$ cat config.mk
export PLATFORM = sky130hd
export DESIGN_NAME = hex_digits_scan
export DESIGN_NICKNAME = d
export VERILOG_FILES = /design/src/rtl/hex_pkg.sv /design/src/rtl/hex_digits_scan_seg_decoder.sv /design/src/rtl/hex_digits_scan.sv
export SDC_FILE = /design/constraint.sdc
export NUM_CORES = 1
export LEC_CHECK = 0
export ABC_CLOCK_PERIOD_IN_PS = 4000
export CAP_MARGIN = 0
export CORE_MARGIN = 4
export CORE_UTILIZATION = 40
export CTS_BUF_LIST = sky130_fd_sc_hd__clkbuf_4
export CTS_CLUSTER_SIZE = 10
export DETAILED_ROUTE_END_ITERATION = 6
export HOLD_SLACK_MARGIN = 0.15
export PLACE_DENSITY = 0.67
export SKIP_CTS_REPAIR_TIMING = 1
export SYNTH_ARGS = -nofsm -noshare
export SYNTH_HDL_FRONTEND = slang
export SYNTH_HIERARCHICAL = 1
export SYNTH_SLANG_ARGS = --single-unit
$ cat constraint.sdc
create_clock -name clk_i -period 4 [get_ports clk_i]
set_input_delay 1 -clock clk_i [delete_from_list [all_inputs] [get_ports clk_i]]
set_output_delay 1 -clock clk_i [all_outputs]
set_load 0.1 [all_outputs]
$ cat src/rtl/hex_pkg.sv
// Shared constants and segment encoding for the 8-digit hex display.
// Segments are active-low: bit0=a ... bit6=g.
package hex_pkg;

  localparam int         NUM_DIGITS = 8;
  localparam logic [6:0] SEG_OFF    = 7'h7F;
  localparam logic [7:0] SEL_OFF    = 8'hFF;

  // Active-low seven-segment pattern for one hex nibble.
  function automatic logic [6:0] seg_of(input logic [3:0] dig);
    logic [6:0] s;
    s = SEG_OFF;
    case (dig)
      4'h0: s = 7'h40;
      4'h1: s = 7'h79;
      4'h2: s = 7'h24;
      4'h3: s = 7'h30;
      4'h4: s = 7'h19;
      4'h5: s = 7'h12;
      4'h6: s = 7'h02;
      4'h7: s = 7'h78;
      4'h8: s = 7'h00;
      4'h9: s = 7'h10;
      4'hA: s = 7'h08;
      4'hB: s = 7'h03;
      4'hC: s = 7'h46;
      4'hD: s = 7'h21;
      4'hE: s = 7'h06;
      4'hF: s = 7'h0E;
      default: s = SEG_OFF;
    endcase
    return s;
  endfunction

endpackage

$ cat src/rtl/hex_digits_scan_seg_decoder.sv
// Combinational nibble to active-low segment decoder.
// Also reused by the bus controller for readback.
module hex_seg_decoder
  import hex_pkg::*;
(
  input  logic [3:0] dig,
  output logic [6:0] seg
);

  assign seg = seg_of(dig);

endmodule

$ cat src/rtl/hex_digits_scan.sv
// Time-multiplexed scan driver for an 8-digit common-anode display.
// Each slot starts with a blanking gap, then shows the sampled digit.
module hex_digits_scan
  import hex_pkg::*;
#(
  parameter int SCAN_DIV     = 100000,
  parameter int BLANK_CYCLES = 16
) (
  input  logic        clk_i,
  input  logic        rstn_i,
  input  logic [31:0] digits_i,
  input  logic [7:0]  bitmask_i,
  output logic [6:0]  hex_led,
  output logic [7:0]  hex_sel,
  output logic        frame_o
);

  localparam int CW = $clog2(SCAN_DIV);
  localparam logic [CW-1:0] LAST = CW'(SCAN_DIV - 1);

  logic [CW-1:0] cnt;
  logic [2:0]    idx;
  logic [3:0]    dig_q;
  logic          en_q;

  logic          slot_start;
  logic          slot_end;
  logic [3:0]    cur_dig;
  logic          cur_en;
  logic          blank;
  logic          lit;
  logic [6:0]    seg;
  logic [7:0]    sel_lit;

  assign slot_start = (cnt == '0);
  assign slot_end   = (cnt == LAST);

  // On the sampling edge the fresh nibble is used directly, so a
  // zero-length blanking gap still shows the right digit at cnt 0.
  assign cur_dig = slot_start ? digits_i[{idx, 2'b00} +: 4] : dig_q;
  assign cur_en  = slot_start ? bitmask_i[idx] : en_q;

  generate
    if (BLANK_CYCLES == 0) begin : g_noblank
      assign blank = 1'b0;
    end else begin : g_blank
      localparam logic [CW-1:0] BLANK = CW'(BLANK_CYCLES);
      assign blank = (cnt < BLANK);
    end
  endgenerate

  assign lit     = cur_en && !blank;
  assign sel_lit = ~(8'd1 << idx);

  hex_seg_decoder u_dec (
    .dig (cur_dig),
    .seg (seg)
  );

  // Slot counter and digit index; index advances on slot wrap.
  always_ff @(posedge clk_i or negedge rstn_i) begin
    if (!rstn_i) begin
      cnt <= '0;
      idx <= '0;
    end else if (slot_end) begin
      cnt <= '0;
      idx <= idx + 3'd1;
    end else begin
      cnt <= cnt + 1'b1;
    end
  end

  // Hold the digit and its enable for the whole slot to avoid tearing.
  always_ff @(posedge clk_i or negedge rstn_i) begin
    if (!rstn_i) begin
      dig_q <= '0;
      en_q  <= 1'b0;
    end else if (slot_start) begin
      dig_q <= digits_i[{idx, 2'b00} +: 4];
      en_q  <= bitmask_i[idx];
    end
  end

  // Registered drive of anodes, segments and the frame marker.
  always_ff @(posedge clk_i or negedge rstn_i) begin
    if (!rstn_i) begin
      hex_sel <= SEL_OFF;
      hex_led <= SEG_OFF;
      frame_o <= 1'b0;
    end else begin
      hex_sel <= lit ? sel_lit : SEL_OFF;
      hex_led <= lit ? seg : SEG_OFF;
      frame_o <= slot_end && (idx == 3'd7);
    end
  end

endmodule

==> results of run 1 <==
[per-stage QoR]
step / setup slack [ns] / area, sq um
after floorplan: 1.050 / 2326
after global placement: 0.5411 / 2947
after detailed placement: 0.4756 / 2947
after CTS: 0.6743 / 3007
after global routing: 0.4476 / 3007
final: 0.6763 / 3007
[path summary, 6_finish.rpt]
| kind | slack [ns] | end | start |
|---|---|---|---|
| max in group asynchronous | 2.70 | cnt[2] | rstn_i |
| worst max-delay path | 0.68 | hex_led[0] | cnt[11] |
| worst min register to register | 0.52 | cnt[0] | cnt[0] |
| min in group asynchronous | 0.75 | cnt[13] | rstn_i |
| worst max register to register | 0.68 | hex_led[0] | cnt[11] |
| worst min-delay path | 0.52 | cnt[0] | cnt[0] |
[flip-flops by register name, summed over array words and instances, names as in the netlist]
register  count
cnt          17
dig_q         4
en_q          1
frame_o       1
hex_led       7
hex_sel       8
idx           3
[layout make-up]
class,count,area (sq um)
Clock buffer,6,45.04
Clock inverter,2,15.01
Fill cell,502,2567
Inverter,11,41.29
Multi-Input combinational cell,145,1197
Sequential cell,41,1045
Tap cell,72,90.09
Timing Repair Buffer,58,573.1
[critical path: cells and delay by family (launching register included)]
family / cells / cell delay (ns)
buf+inv: 1 / 0.16
simple gates: 6 / 1.93
mux: 1 / 0.45
compound gates: 1 / 0.07
flops: 1 / 0.44
fa+ha+maj: 1 / 0.22
[power by group through the flow]
stage | clock network, mW | registers (mW) | logic [mW]
after floorplan | 0 | 0.485 | 0.0387
after global placement | 0 | 0.437 | 0.149
after detailed placement | 0 | 0.438 | 0.150
after CTS | 0.219 | 0.430 | 0.151
after global routing | 0.246 | 0.431 | 0.159
final | 0.213 | 0.430 | 0.149
[layout by cell type, fill, tap and decap left out, drive strengths merged]
master          n
and2            2
a32o            1
xnor2           9
or4             1
and2b           1
ha             15
or3             1
a41oi           1
nand4           6
nand2b          7
mux2i           7
a22o            2
buf             2
nor4b           1
mux4           11
clkinvlp        2
nand2          29
nor2b           1
dfrtp          26
clkdlybuf4s50  56
and4            1
nand3           4
o21ai           2
xor2            6
mux2            6
or3b            1
nor2           17
clkbuf          6
a21oi           2
o31ai           1
nor4            4
nor3            6
dfstp          15
inv            11
[layer usage]
metal / vias up / track usage
met5: - / 0
met1: 775 / 0.1677
met4: 0 / 0.03070
met3: 3 / 0.05594
li1: 825 / -
met2: 61 / 0.2324
[kinds of logic (layout without fill, tap and decap cells)]
family / Yosys count / in the layout / share of synthesized area
xor+xnor: 15 / 15 / 0.05648
buf+inv: 19 / 77 / 0.03604
fa+ha+maj: 15 / 15 / 0.08069
compound gates: 9 / 9 / 0.02905
simple gates: 82 / 82 / 0.1813
mux: 24 / 24 / 0.1673
flops: 41 / 41 / 0.4492
==> flow_summary.json, run 1 <==
{
  "status": "finished, final reports clean",
  "relSlewSlack": 0.3364,
  "setup_tns_ns": 0,
  "routed-wl-met2_mm": 2.158,
  "routed_wl_mm": 4.577,
  "seqPwrFrac": 0.543,
  "fp.dieW_um": 84.26,
  "grt_pass1_wl_mm": 7.997,
  "antenna_found_initial": 0,
  "tightest_slew_ns": 0.9825,
  "hold_path.class": "reg -> reg",
  "synthTopCellsByArea": "dfrtp_1, dfstp_2, mux4_2",
  "cts_tree": "yes",
  "setup.worst_path.class": "reg -> reg",
  "seq_area_frac_synth": 0.4492,
  "synth_common_cells": "nand2_1, dfrtp_1, nor2_1",
  "crit_required_ns": 4.29,
  "wl_per_cell_um": 13.66,
  "dp.cells": 327,
  "drt-met1-wl_mm": 1.985,
  "core_area_sq_um": 5574,
  "worstSkewPairLatency_ns": 0.35,
  "antennaDiodeCount": 0,
  "ys_types": 37,
  "grt_max_degree": 42,
  "synth_top_area_frac": 0.2797,
  "period_needed_ns": 3.324,
  "drive_above_1_share": 0.1749,
  "yosysMostFrequentCell": "nand2_1",
  "clk_path_buf_depth": 2,
  "cts_sinks": 41,
  "synth_seq_cells": 41,
  "drv_cap": 0,
  "synth_area_sq_um": 2326,
  "avgSynthCellArea_sq_um": 11.35,
  "switchingPower_mw": 0.2207,
  "fin_crit_sh": 0.8309,
  "leakage_nw": 1.248,
  "via_per_inst": 4.967,
  "first_pass_iters": 4,
  "path_cells": "nor4_1, nand4_1, nor4b_4, mux2_2, inv_1, ha_1, and2b_2, or3b_1, o21ai_0, nand2b_1",
  "synth_ff_type": "dfrtp_1",
  "p_clk_frac": 0.269,
  "startpoint_type": "flop",
  "arrival_ns": 3.61,
  "ant_nets": 0,
  "hold_ws_ns": 0.5206,
  "dr.first_iter.drc_count": 66,
  "die_y_um": 84.26,
  "grt-ovfl-total": 0,
  "cpMaxStageDelayCell": "nor4_1",
  "synth_nets": 262,
  "dr.max_layer_used": "met4",
  "fp-row-count": 27,
  "sw_frac_of_total": 0.2790,
  "route.detailed.drc": 0,
  "intPower_mw": 0.5706,
  "cp-end-kind": "flop",
  "whs_path_depth": 1,
  "final_max_slew_viol_count": 0,
  "hpwl_mm": 3.559,
  "final_cell_count_no_fill": 335,
  "max_freq_ghz": 0.3009,
  "peakVddDrop_uv": 112.8,
  "die_area_sq_um": 7099,
  "start_util": 0.4173,
  "utilization": 0.5394,
  "path_max_fanout": 6,
  "power_mw": 0.7913,
  "max_stage_delay_ns": 0.50,
  "gp_congestion": 0.8182,
  "dr_wl_met3_um": 402,
  "cts_buffers": 5,
  "htreeDepth": 2,
  "setup_violations": 0,
  "comb_power_share": 0.188,
  "fin_skew_ns": 0.01081,
  "ios": 58,
  "grt_usage": 0.1386,
  "grt_pass1_vias": 1783,
  "syn_inst": 205,
  "clk_pin_slew_ns": 0.12,
  "synthArstFlopShare": 1.000,
  "rsz0062_at_grt": "no",
  "reg2reg_depth": 10,
  "syn2layout_area_growth_pct": 29.26,
  "synth_top_cell_by_area": "dfrtp_1",
  "powerDensity_nw_per_um2": 263.2,
  "fin_nets": 319,
  "final_hold_viol_count": 0,
  "vias": 1664,
  "port_buffers": 57,
  "synth_edf_count": 0,
  "root_buffer": "clkbuf_4",
  "synth_warnings": 6
}
Power figures use the tool's default switching activity.
==> run 2: changes to the inputs <==
--- a/config.mk
+++ b/config.mk
@@ -5,7 +5,7 @@
 export SDC_FILE = /design/constraint.sdc
 export NUM_CORES = 1
 export LEC_CHECK = 0
-export ABC_CLOCK_PERIOD_IN_PS = 4000
+export ABC_CLOCK_PERIOD_IN_PS = 2800
 export CAP_MARGIN = 0
 export CORE_MARGIN = 4
 export CORE_UTILIZATION = 40
@@ -13,7 +13,7 @@
 export CTS_CLUSTER_SIZE = 10
 export DETAILED_ROUTE_END_ITERATION = 6
 export HOLD_SLACK_MARGIN = 0.15
-export PLACE_DENSITY = 0.67
+export PLACE_DENSITY = 0.7
 export SKIP_CTS_REPAIR_TIMING = 1
 export SYNTH_ARGS = -nofsm -noshare
 export SYNTH_HDL_FRONTEND = slang
==> constraint.sdc (replaced) <==
create_clock -name clk_i -period 2.8 [get_ports clk_i]
set_input_delay 0.7 -clock clk_i [delete_from_list [all_inputs] [get_ports clk_i]]
set_output_delay 0.7 -clock clk_i [all_outputs]
set_load 0.1 [all_outputs]
==> run 2 against run 1 <==
  * The flow now finishes with violations (negative setup slack)
  * Routed wire length up 8.0%
  * Sequential share of layout area down 2.5 points
  * Critical path depth down 1
  * Worst setup slack worse by 0.73 ns
  * First-iteration DRC count down 50%
  * Utilization up 4.3 points
  * Sequential power up 43%
  * Clock skew down 0.0032 ns
  * Die area unchanged
==> flow_summary.json, run 2 (synthesis results as in run 1) <==
{
  "powerDensity_nw_per_um2": 346.0,
  "cp-end-kind": "flop",
  "reg.largest.list": "cnt (17), hex_sel (8), hex_led (7)",
  "largest_reg_flops": 17,
  "peakVddDrop_uv": 183.7,
  "worstSkewPairLatency_ns": 0.34,
  "die_y_um": 84.26,
  "setup_violations": 2,
  "fp-row-count": 27,
  "wl_per_cell_um": 13.59,
  "antennaDiodeCount": 0,
  "fin_ws_ns": -0.04912,
  "setup_tns_ns": -0.06712,
  "start_util": 0.4173,
  "final_area_sq_um": 3244,
  "syn2layout_area_growth_pct": 39.48,
  "hpwl_mm": 3.876,
  "dr.first_iter.drc_count": 33,
  "drive_above_1_share": 0.3356,
  "violations": "negative setup slack",
  "die_area_sq_um": 7099,
  "htreeDepth": 2,
  "routed_wl_mm": 4.945,
  "grt_pass1_vias": 1861,
  "drv_cap": 0,
  "grt-ovfl-total": 0,
  "root_buffer": "clkbuf_4",
  "layout_common_cells": "buf_4, clkdlybuf4s50_1, nand2_1",
  "core_area_sq_um": 5574,
  "fin_crit_sh": 1.018,
  "gp_congestion": 0.8417,
  "clk_path_buf_depth": 2,
  "ios": 58,
  "cts_buffers": 5,
  "regMostFlops": "cnt",
  "ant_nets": 0,
  "startpoint_type": "flop",
  "leakage_nw": 1.418,
  "relSlewSlack": 0.4148,
  "port_buffers": 57,
  "cts_tree": "yes",
  "final_cell_count_no_fill": 364,
  "arrival_ns": 3.13,
  "max_freq_ghz": 0.3510,
  "hold_ws_ns": 0.4594,
  "grt_pass1_wl_mm": 8.238,
  "route.detailed.drc": 0,
  "hold_path.class": "in -> async",
  "clk_pin_slew_ns": 0.12,
  "antenna_found_initial": 0,
  "tightest_slew_ns": 0.8778,
  "period_needed_ns": 2.849,
  "fin_skew_ns": 0.007583,
  "grt_usage": 0.1435,
  "fin_nets": 348,
  "fp.dieW_um": 84.26,
  "path_max_fanout": 5,
  "power_mw": 1.122,
  "status": "complete, but fails checks",
  "dp.cells": 352,
  "vias": 1779,
  "placedInstanceArea_sq_um": 3100,
  "first_pass_iters": 4,
  "final_hold_viol_count": 0,
  "final_max_slew_viol_count": 0,
  "via_per_inst": 4.887,
  "rsz0062_at_grt": "yes",
  "final_common_cell": "buf_4",
  "crit_required_ns": 3.08,
  "setup.worst_path.class": "reg -> reg",
  "cts_sinks": 41,
  "grt_max_degree": 42,
  "reg2reg_depth": 9
}
run 2: cell types whose count changed in the layout (fill, tap and decap cells not counted), moves of 3 or more:
cell,delta
buf_4,+44
clkdlybuf4s50_1,-16
ha_1,-3
mux2_2,-3
mux2_4,+3
run 2: path summary, 6_finish.rpt:
| path | from | endpoint | slack [ns] |
|---|---|---|---|
| hold / removal | rstn_i | cnt[8] | 0.46 |
| min in group clk_i | cnt[0] | cnt[0] | 0.52 |
| max in group asynchronous | rstn_i | dig_q[1] | 1.79 |
| setup / recovery | cnt[10] | hex_led[3] | -0.05 |
| hold reg to reg | cnt[0] | cnt[0] | 0.52 |
| setup reg to reg | cnt[10] | hex_led[3] | -0.05 |
run 2: where the power goes:
group / switching, mW / leakage, nW / internal [mW]
clock: 0.187 / 0.0300 / 0.0910
combinational: 0.123 / 0.893 / 0.107
sequential: 0.00348 / 0.495 / 0.611
total: 0.313 / 1.42 / 0.810
run 2: final cells by class:
type	instances	area, sq um
Inverter	11	43.79
Clock inverter	3	12.51
Timing Repair Buffer	87	754.5
Sequential cell	41	1045
Multi-Input combinational cell	145	1261
Clock buffer	5	37.54
Fill cell	475	2330
Tap cell	72	90.09
run 2: critical path, cell delays in order, from the launching register on:
cell and delay (ns):
dfrtp_1 0.42, nor4_2 0.32, nand4_1 0.22, nor4b_4 0.41, buf_4 0.18, mux2_4 0.33, buf_4 0.15, ha_4 0.15
mux4_2 0.44, nand2b_4 0.15
run 2: routing by layer:
| layer | vias up | share of wire | GRT usage |
|---|---|---|---|
| li1 | 882 | - | - |
| met1 | 856 | 0.43 | 0.1738 |
| met2 | 35 | 0.51 | 0.2489 |
| met3 | 6 | 0.050 | 0.04220 |
| met4 | 0 | 0.0095 | 0.03801 |
| met5 | - | 0 | 0 |
run 2: metrics by stage:
stage	utilization	worst slack, ns
6_report	0.5820	-0.04912
5_1_grt	0.5820	-0.1362
3_5_place_dp	0.5562	-0.3609
4_1_cts	0.5652	-0.1085
2_1_floorplan	-	0.007307
3_3_place_gp	0.5562	-0.2642
==> run 3: changes to the inputs <==
--- a/config.mk
+++ b/config.mk
@@ -5,8 +5,8 @@
 export SDC_FILE = /design/constraint.sdc
 export NUM_CORES = 1
 export LEC_CHECK = 0
-export ABC_CLOCK_PERIOD_IN_PS = 2800
 export CAP_MARGIN = 0
+export CORE_ASPECT_RATIO = 1.4
 export CORE_MARGIN = 4
 export CORE_UTILIZATION = 40
 export CTS_BUF_LIST = sky130_fd_sc_hd__clkbuf_4
==> constraint.sdc (replaced) <==
create_clock -name clk_i -period 2.3 [get_ports clk_i]
set_input_delay 0.575 -clock clk_i [delete_from_list [all_inputs] [get_ports clk_i]]
set_output_delay 0.575 -clock clk_i [all_outputs]
set_load 0.1 [all_outputs]
==> run 3 against run 2 <==
  * The run still ends with negative setup slack left
  * Global-route usage rose by 1.7 points
  * Critical path depth did not move
  * Sequential share of layout area fell by 0.81 points
  * Sequential cell count did not move
  * Non-clock buffer count rose by 11
  * Via count rose by 4.6%
  * Worst hold slack got worse by 0.19 ns
  * Sequential power rose by 22%
  * Cell area rose by 2.6%
  * Combinational power rose by 20%
  * Die area rose by 0.24%
  * Critical endpoint unchanged
==> flow_summary.json, run 3 (synthesis results as in run 1) <==
{
  "reg.largest.list": "cnt (17), hex_sel (8), hex_led (7)",
  "layout_common_cells": "buf_4, clkdlybuf4s50_1, nand2_1",
  "root_buffer": "clkbuf_4",
  "peakVddDrop_uv": 214.8,
  "fin_nets": 359,
  "final_cell_count_no_fill": 371,
  "arrival_ns": 3.11,
  "largest_reg_flops": 17,
  "powerDensity_nw_per_um2": 420.3,
  "cpMaxStageDelayCell": "mux4_2",
  "dp.cells": 359,
  "routed_wl_mm": 5.268,
  "cp-end-kind": "flop",
  "grt_pass1_vias": 2019,
  "regMostFlops": "cnt",
  "ios": 58,
  "route.detailed.drc": 0,
  "final_max_slew_viol_count": 0,
  "pre_cts_slack_ns": -0.6060,
  "core_area_sq_um": 5565,
  "placedInstanceArea_sq_um": 3219,
  "period_needed_ns": 2.819,
  "final_hold_viol_count": 0,
  "fill_cells": 479,
  "hpwl_mm": 4.166,
  "grt_usage": 0.1602,
  "drive_above_1_share": 0.3597,
  "rsz0062_at_grt": "yes",
  "max_stage_delay_ns": 0.45,
  "grt_max_degree": 42,
  "crit_buf_inv": 2,
  "max_freq_ghz": 0.3547,
  "crit_required_ns": 2.59,
  "final_area_sq_um": 3328,
  "port_buffers": 57,
  "grt-ovfl-total": 0,
  "worstSkewPairLatency_ns": 0.34,
  "clk_pin_slew_ns": 0.13,
  "critPathTopFamily": "simple AND/OR/NAND/NOR gates",
  "fp-row-count": 32,
  "fin_skew_ns": 0.01609,
  "vias": 1861,
  "first_pass_iters": 4,
  "ant_nets": 0,
  "die_y_um": 98.23,
  "violations": "negative setup slack",
  "relSlewSlack": 0.6569,
  "antennaDiodeCount": 0,
  "tightest_slew_ns": 0.5147,
  "start_util": 0.4179,
  "die_area_sq_um": 7116,
  "cts_buffers": 5,
  "crit_path_frequent_cell": "buf_4",
  "cts_sinks": 41,
  "antenna_found_initial": 0,
  "via_per_inst": 5.016,
  "status": "complete, but fails checks",
  "syn2layout_area_growth_pct": 43.09,
  "startpoint_type": "flop",
  "htreeDepth": 2,
  "fin_crit_sh": 1.226,
  "hold_path.class": "in -> async",
  "clk_path_buf_depth": 2,
  "leakage_nw": 1.475,
  "dr.first_iter.drc_count": 58,
  "cts_tree": "yes",
  "setup.worst_path.class": "reg -> reg",
  "path_cells": "nor4_4, nand4_1, nor4b_4, buf_4, mux2_4, buf_4, ha_4, mux4_2, nand2b_1",
  "path_max_fanout": 6,
  "hold_ws_ns": 0.2731,
  "drv_cap": 0,
  "final_common_cell": "buf_4",
  "gp_congestion": 0.8372,
  "setup_violations": 7,
  "wl_per_cell_um": 14.20,
  "power_mw": 1.399,
  "fin_ws_ns": -0.5192,
  "fp.dieW_um": 72.45,
  "grt_pass1_wl_mm": 8.949
}
==> run 3: per-layer routing <==
layer  GRT usage  vias up  routed length (um)
met3     0.02781        7                 193
met4     0.04688        0                  70
met1      0.1775      909                1993
met2      0.3032       47                3011
met5           0        -                   0
li1            -      898                   -
==> run 3: path summary, 6_finish.rpt <==
check                      startpoint          to  slack (ns)  cells after the start
setup / recovery               cnt[4]  hex_led[3]       -0.52                      9
hold / removal                 rstn_i      cnt[9]        0.27                      2
setup reg to reg               cnt[4]  hex_led[3]       -0.52                      9
hold reg to reg                  en_q        en_q        0.55                      2
max in group asynchronous      rstn_i  hex_led[1]        1.65                      2
min in group clk_i               en_q        en_q        0.55                      2
==> run 3: area by class of cell <==
| type | count | area (sq um) | share of cell area |
|---|---|---|---|
| clock inverter | 1 | 3.754 | 0.001128 |
| clock buffer | 7 | 52.55 | 0.01579 |
| multi-input combinational | 145 | 1250 | 0.3756 |
| tap | 68 | 85.08 | 0.02556 |
| sequential | 41 | 1045 | 0.3139 |
| timing repair buffer | 98 | 845.8 | 0.2541 |
| inverter | 11 | 46.29 | 0.01391 |
==> run 3: per-stage QoR <==
stage / utilization / setup TNS [ns]
2_1_floorplan: - / -1.409
3_3_place_gp: 0.5785 / -3.113
3_5_place_dp: 0.5785 / -3.556
4_1_cts: 0.5886 / -3.879
5_1_grt: 0.5980 / -3.404
6_report: 0.5980 / -2.697
==> run 3: power by group <==
part / switching [mW] / internal (mW)
registers: 0.00501 / 0.744
logic: 0.149 / 0.126
clock network: 0.232 / 0.142
total: 0.387 / 1.01
